==> src/rtl/result_display_pkg.sv <==
// Shared types and constants for result_display: FSM states and the active-low
// seven-segment glyph table ({g,f,e,d,c,b,a}).
package result_display_pkg;

    typedef enum logic [1:0] {
        IDLE   = 2'd0,
        SHIFT  = 2'd1,
        UPDATE = 2'd2
    } state_t;

    localparam logic [6:0] BLANK_SEG = 7'b1111111;

    localparam logic [6:0] HEX_SEG [16] = '{
        7'b1000000, 7'b1111001, 7'b0100100, 7'b0110000,
        7'b0011001, 7'b0010010, 7'b0000010, 7'b1111000,
        7'b0000000, 7'b0010000, 7'b0001000, 7'b0000011,
        7'b1000110, 7'b0100001, 7'b0000110, 7'b0001110
    };

endpackage

==> src/rtl/result_display_seg_decode.sv <==
// Hex digit to active-low segment pattern, with a blank override.
module seg_decode
    import result_display_pkg::*;
(
    input  logic [3:0] value,
    input  logic       blank,
    output logic [6:0] seg
);

    assign seg = blank ? BLANK_SEG : HEX_SEG[value];

endmodule

==> src/rtl/result_display.sv <==
// Captures an ALU result and opcode and scans them onto a 4-digit multiplexed display.
// RESULT_DISPLAY_DECIMAL_EN selects unsigned decimal digits (double-dabble); default is hex.
module result_display
    import result_display_pkg::*;
#(
    parameter int unsigned REFRESH_DIV = 100000
) (
    input  logic       clk,
    input  logic       rst,
    input  logic [7:0] data,
    input  logic [3:0] sel,
    input  logic       enable,
    input  logic       load,
    output logic       busy,
    output logic [6:0] seg,
    output logic [3:0] an,
    output logic       dp
);

    localparam int unsigned CW = (REFRESH_DIV > 1) ? $clog2(REFRESH_DIV) : 1;
    localparam logic [CW-1:0] LAST = CW'(REFRESH_DIV - 1);

    state_t      state, next_state;
    logic        accept;
    logic [7:0]  sh_data;
    logic [3:0]  sh_sel;
    logic [3:0]  disp_op, disp_mid, disp_lo;
    logic [CW-1:0] refresh;
    logic [1:0]  digit;
    logic [3:0]  cur_val;
    logic        cur_blank;
    logic [6:0]  cur_seg;

    assign accept = (state == IDLE) && load && enable;
    assign busy   = (state != IDLE);
    assign dp     = 1'b1;

`ifdef RESULT_DISPLAY_DECIMAL_EN
    logic [11:0] bcd;
    logic [2:0]  iter;
    logic [3:0]  disp_hi;
    logic [19:0] shifted;

    function automatic logic [11:0] dabble_adjust(input logic [11:0] b);
        logic [11:0] r;
        r = b;
        for (int unsigned i = 0; i < 3; i++) begin
            if (r[i*4 +: 4] >= 4'd5)
                r[i*4 +: 4] = r[i*4 +: 4] + 4'd3;
        end
        return r;
    endfunction

    // BCD and remaining binary bits shift as one register, so sh_data doubles as the shift source
    assign shifted = {dabble_adjust(bcd), sh_data} << 1;
`endif

    always_comb begin
        next_state = state;
        case (state)
            IDLE: begin
                if (accept) begin
`ifdef RESULT_DISPLAY_DECIMAL_EN
                    next_state = SHIFT;
`else
                    next_state = UPDATE;
`endif
                end
            end
`ifdef RESULT_DISPLAY_DECIMAL_EN
            SHIFT:  if (iter == 3'd7) next_state = UPDATE;
`endif
            UPDATE: next_state = IDLE;
            default: next_state = IDLE;
        endcase
    end

    always_ff @(posedge clk) begin
        if (rst) begin
            state    <= IDLE;
            sh_data  <= '0;
            sh_sel   <= '0;
            disp_op  <= '0;
            disp_mid <= '0;
            disp_lo  <= '0;
`ifdef RESULT_DISPLAY_DECIMAL_EN
            bcd      <= '0;
            iter     <= '0;
            disp_hi  <= '0;
`endif
        end else begin
            state <= next_state;
            if (accept) begin
                sh_data <= data;
                sh_sel  <= sel;
`ifdef RESULT_DISPLAY_DECIMAL_EN
                bcd     <= '0;
                iter    <= '0;
`endif
            end
`ifdef RESULT_DISPLAY_DECIMAL_EN
            if (state == SHIFT) begin
                bcd     <= shifted[19:8];
                sh_data <= shifted[7:0];
                iter    <= iter + 3'd1;
            end
`endif
            if (state == UPDATE) begin
                disp_op <= sh_sel;
`ifdef RESULT_DISPLAY_DECIMAL_EN
                disp_hi  <= bcd[11:8];
                disp_mid <= bcd[7:4];
                disp_lo  <= bcd[3:0];
`else
                disp_mid <= sh_data[7:4];
                disp_lo  <= sh_data[3:0];
`endif
            end
        end
    end

    always_comb begin
        cur_val   = '0;
        cur_blank = 1'b0;
        case (digit)
            2'd0: cur_val = disp_lo;
            2'd1: cur_val = disp_mid;
`ifdef RESULT_DISPLAY_DECIMAL_EN
            2'd2: cur_val = disp_hi;
`else
            2'd2: cur_blank = 1'b1;
`endif
            default: cur_val = disp_op;
        endcase
    end

    seg_decode u_seg_decode (
        .value (cur_val),
        .blank (cur_blank),
        .seg   (cur_seg)
    );

    // an and seg are registered together so they always switch on the same edge
    always_ff @(posedge clk) begin
        if (rst) begin
            refresh <= '0;
            digit   <= '0;
            an      <= '1;
            seg     <= BLANK_SEG;
        end else begin
            if (refresh == LAST) begin
                refresh <= '0;
                digit   <= digit + 2'd1;
            end else begin
                refresh <= refresh + CW'(1);
            end
            an  <= ~(4'b0001 << digit);
            seg <= cur_seg;
        end
    end

endmodule

==> config.mk <==
export PLATFORM = sky130hd
export DESIGN_NAME = result_display
export DESIGN_NICKNAME = d
export VERILOG_FILES = /design/src/rtl/result_display_pkg.sv /design/src/rtl/result_display_seg_decode.sv /design/src/rtl/result_display.sv
export SDC_FILE = /design/constraint.sdc
export NUM_CORES = 1
export LEC_CHECK = 0
export CAP_MARGIN = 0
export CORE_MARGIN = 2
export CORE_UTILIZATION = 50
export CTS_CLUSTER_DIAMETER = 40
export CTS_CLUSTER_SIZE = 14
export DETAILED_ROUTE_END_ITERATION = 16
export PLACE_DENSITY = 0.87
export SLEW_MARGIN = 10
export SYNTH_ARGS = -nofsm -noshare
export SYNTH_HDL_FRONTEND = slang
export SYNTH_SLANG_ARGS = --single-unit
==> constraint.sdc <==
create_clock -name clk -period 2 [get_ports clk]
set_input_delay 0.2 -clock clk [delete_from_list [all_inputs] [get_ports clk]]
set_output_delay 0.2 -clock clk [all_outputs]
set_load 0.03 [all_outputs]
==> out/qor.yml <==
setup_path:
  worstPathRequired_ps: 2200
  max_stage_delay_ps: 370
  path_buf_inv: 2
  cp-start-kind: "flop"
  crit_type: "reg2reg"
  path_cells: "inv_1, ha_2, a221o_1, o21ai_2, inv_2, ha_2, nand3_2, o21ai_0, a221o_1"
  worst-path-max-fanout: 4
  critPathSlowestCell: "dfxtp_2"
  critPathTopFamily: "compound AO/OA/AOI/OAI gates"
  arrival_ps: 2080
  cp-end-kind: "flop"
power_and_ir_drop:
  power_leakage_nw: 1.12
  power_density_mw_per_mm2: 693
  power_mw: 2.03
  worst_ir_drop_vdd_v: 0.000465
finish:
  area_delta_synth_final_pct: 19.6
  final_common_cell: "dfxtp_1"
  multi_input_area_mm2: 0.00125
  layout.nets: 325
  antenna-diode-count: 0
  layout-drive-gt1-share: 0.131
  ff_latch_area_mm2: 0.00111
  mostFrequentLayoutCells: "dfxtp_1, nor2_1, nand2_1"
  fill_cells: 398
timing:
  finClkSkew_ps: 3.04
  finalHoldViolCount: 0
  fin_hold_ws_ps: 436
  period_share: 0.941
  min_period_ps: 1880
  drv_slew: 0
  max_freq_mhz: 531
  setup_viol: 0
  rsz0062_at_grt: "false"
synth:
  synth-seq-cells: 55
  ys_types: 48
  syn_avg_cell_area_um2: 9.18
  ys_seq_area_frac: 0.449
  synth_fp_nets: 295
  syn-cell-area_mm2: 0.00245
  syn_inst: 267
  yosysWarnings: 0
status:
  status: "complete, no violations"
grt:
  grt_max_degree: 32
  first_global_vias: 1707
  grt_usage: 0.176
  grt_pass1_wl_mm: 7.51
  antenna_found_initial: 0
  grt-ovfl-total: 0
route:
  antenna_left: 0
  wire_per_inst_um: 12.2
  drc: 0
  finalWirelength_mm: 4.46
  dr.pass1.iters: 7
  routed-via-count: 1935
  drtIter0Drc: 125
  viasPerCell: 5.30
clocking:
  clk_pin_slew_ps: 90
  cts_sinks: 55
  cts_buffers: 5
  cts_tree: "done"
  h-tree-depth: 2
  ctsLongestPathBuffers: 2
  root_buffer: "clkbuf_8"
  clock_latency_ps: 300
floorplanning:
  io_pins: 29
  core_area_mm2: 0.00472
  rows: 25
  start_util: 0.519
  die-area_mm2: 0.00548
  die_w_um: 74.0
  die_y_um: 74.0
placement:
  port_buffers: 27
  routabilityCongestion: 0.867
  dp_hpwl_mm: 3.12
worst_hold_path:
  hp-class: "in2reg"
run:
  cap_violations: 0
-- path summary, 6_finish.rpt --
path,start,end,slack [ps],depth (start not counted)
worst max-delay path,digit[0],seg[5],120,9
worst min-delay path,sel[2],sh_sel[2],440,3
worst max register to register,digit[0],seg[5],120,9
worst min register to register,refresh[0],refresh[0],450,1
-- registers in the layout, summed over array words and instances, names as in the netlist --
signal / flops
state: 1
disp_mid: 4
disp_op: 4
refresh: 17
sh_sel: 4
sh_data: 8
digit: 2
disp_lo: 4
an: 4
seg: 7
-- logic make-up after synthesis --
| family | count (synthesis) | synth area share |
|---|---|---|
| AND/OR/NAND/NOR | 108 | 0.222 |
| flip-flops | 55 | 0.449 |
| AO/OA/AOI/OAI | 42 | 0.113 |
| buffers and inverters | 22 | 0.0490 |
| multiplexers | 15 | 0.0617 |
| adder cells (fa/ha/maj) | 12 | 0.0612 |
| XOR/XNOR | 12 | 0.0429 |
| other | 1 | 0.00153 |
-- synth_stat cells (all sizes together) --
| master | count | share of area |
|---|---|---|
| nor2 | 33 | 0.051 |
| o22ai | 1 | 0.0026 |
| or3 | 2 | 0.0051 |
| nor3 | 2 | 0.0041 |
| xnor2 | 3 | 0.011 |
| a22oi | 1 | 0.0031 |
| nor2b | 2 | 0.0051 |
| o31ai | 3 | 0.0092 |
| inv | 9 | 0.014 |
| and4bb | 1 | 0.0051 |
| a21oi | 17 | 0.036 |
| mux2 | 1 | 0.0046 |
| conb | 1 | 0.0015 |
| mux2i | 14 | 0.057 |
| and3 | 3 | 0.0082 |
| dfxtp | 55 | 0.45 |
| o211ai | 1 | 0.0031 |
| and2 | 1 | 0.0026 |
| clkbuf | 8 | 0.020 |
| a21boi | 1 | 0.0031 |
| xor2 | 9 | 0.032 |
| nand3 | 6 | 0.012 |
| and4 | 3 | 0.011 |
| nand2b | 7 | 0.019 |
| or2 | 2 | 0.0051 |
| o221ai | 3 | 0.011 |
| nor4bb | 1 | 0.0041 |
| nor4b | 1 | 0.0036 |
| a221o | 4 | 0.016 |
| or4 | 2 | 0.0077 |
| nand2 | 34 | 0.058 |
| nand4 | 8 | 0.020 |
| o21ai | 7 | 0.014 |
| ha | 12 | 0.061 |
| a221oi | 2 | 0.0071 |
| o31a | 1 | 0.0036 |
| buf | 5 | 0.015 |
| o2111ai | 1 | 0.0036 |
-- metal layers --
layer  part of all wire  vias to the layer above  GRT usage
met5                  0                        -          0
met4              0.017                        0     0.0848
met3              0.039                        8     0.0420
met2               0.49                       51      0.285
met1               0.46                      895      0.221
li1                   -                      981          -
-- what timing repair did --
action | in CTS | in global routing
hold buffers | 0 | 0
setup endpoints to repair | 2 | 5
buffers inserted | 0 | 1
resized for setup | 2 | 8
pin swaps | 0 | 2
-- report_power, final --
group          switching, mW  internal (mW)  total (mW)  leakage [nW]
sequential            0.0140           1.12        1.14         0.449
clock                  0.340          0.405       0.745        0.0612
combinational         0.0792         0.0740       0.153         0.605
total                  0.433           1.60        2.03          1.12
-- final cells by class --
class | count | area share
Clock inverter | 2 | 0.0119
Sequential cell | 55 | 0.377
Timing Repair Buffer | 36 | 0.115
Inverter | 9 | 0.0115
Tap cell | 67 | 0.0286
Clock buffer | 6 | 0.0282
Multi-Input combinational cell | 190 | 0.427
-- tightest hold or removal path: stages --
cell,delay (ps)
clkdlybuf4s50_1,390
nand2_1,60
a21oi_1,50
-- metrics by stage --
step / setup WS (ps) / cells / cell area [um2] / setup TNS (ps) / utilization
after CTS: 5.28 / 364 / 2910 / 0 / 0.615
after global routing: 19.2 / 365 / 2930 / 0 / 0.621
after floorplan: 1.35 / 267 / 2460 / 0 / -
after detailed placement: -17.0 / 356 / 2790 / -22.2 / 0.590
after global placement: 68.7 / 356 / 2790 / 0 / 0.590
final: 118 / 365 / 2930 / 0 / 0.621
No activity file was read; power rests on OpenSTA's default activity.
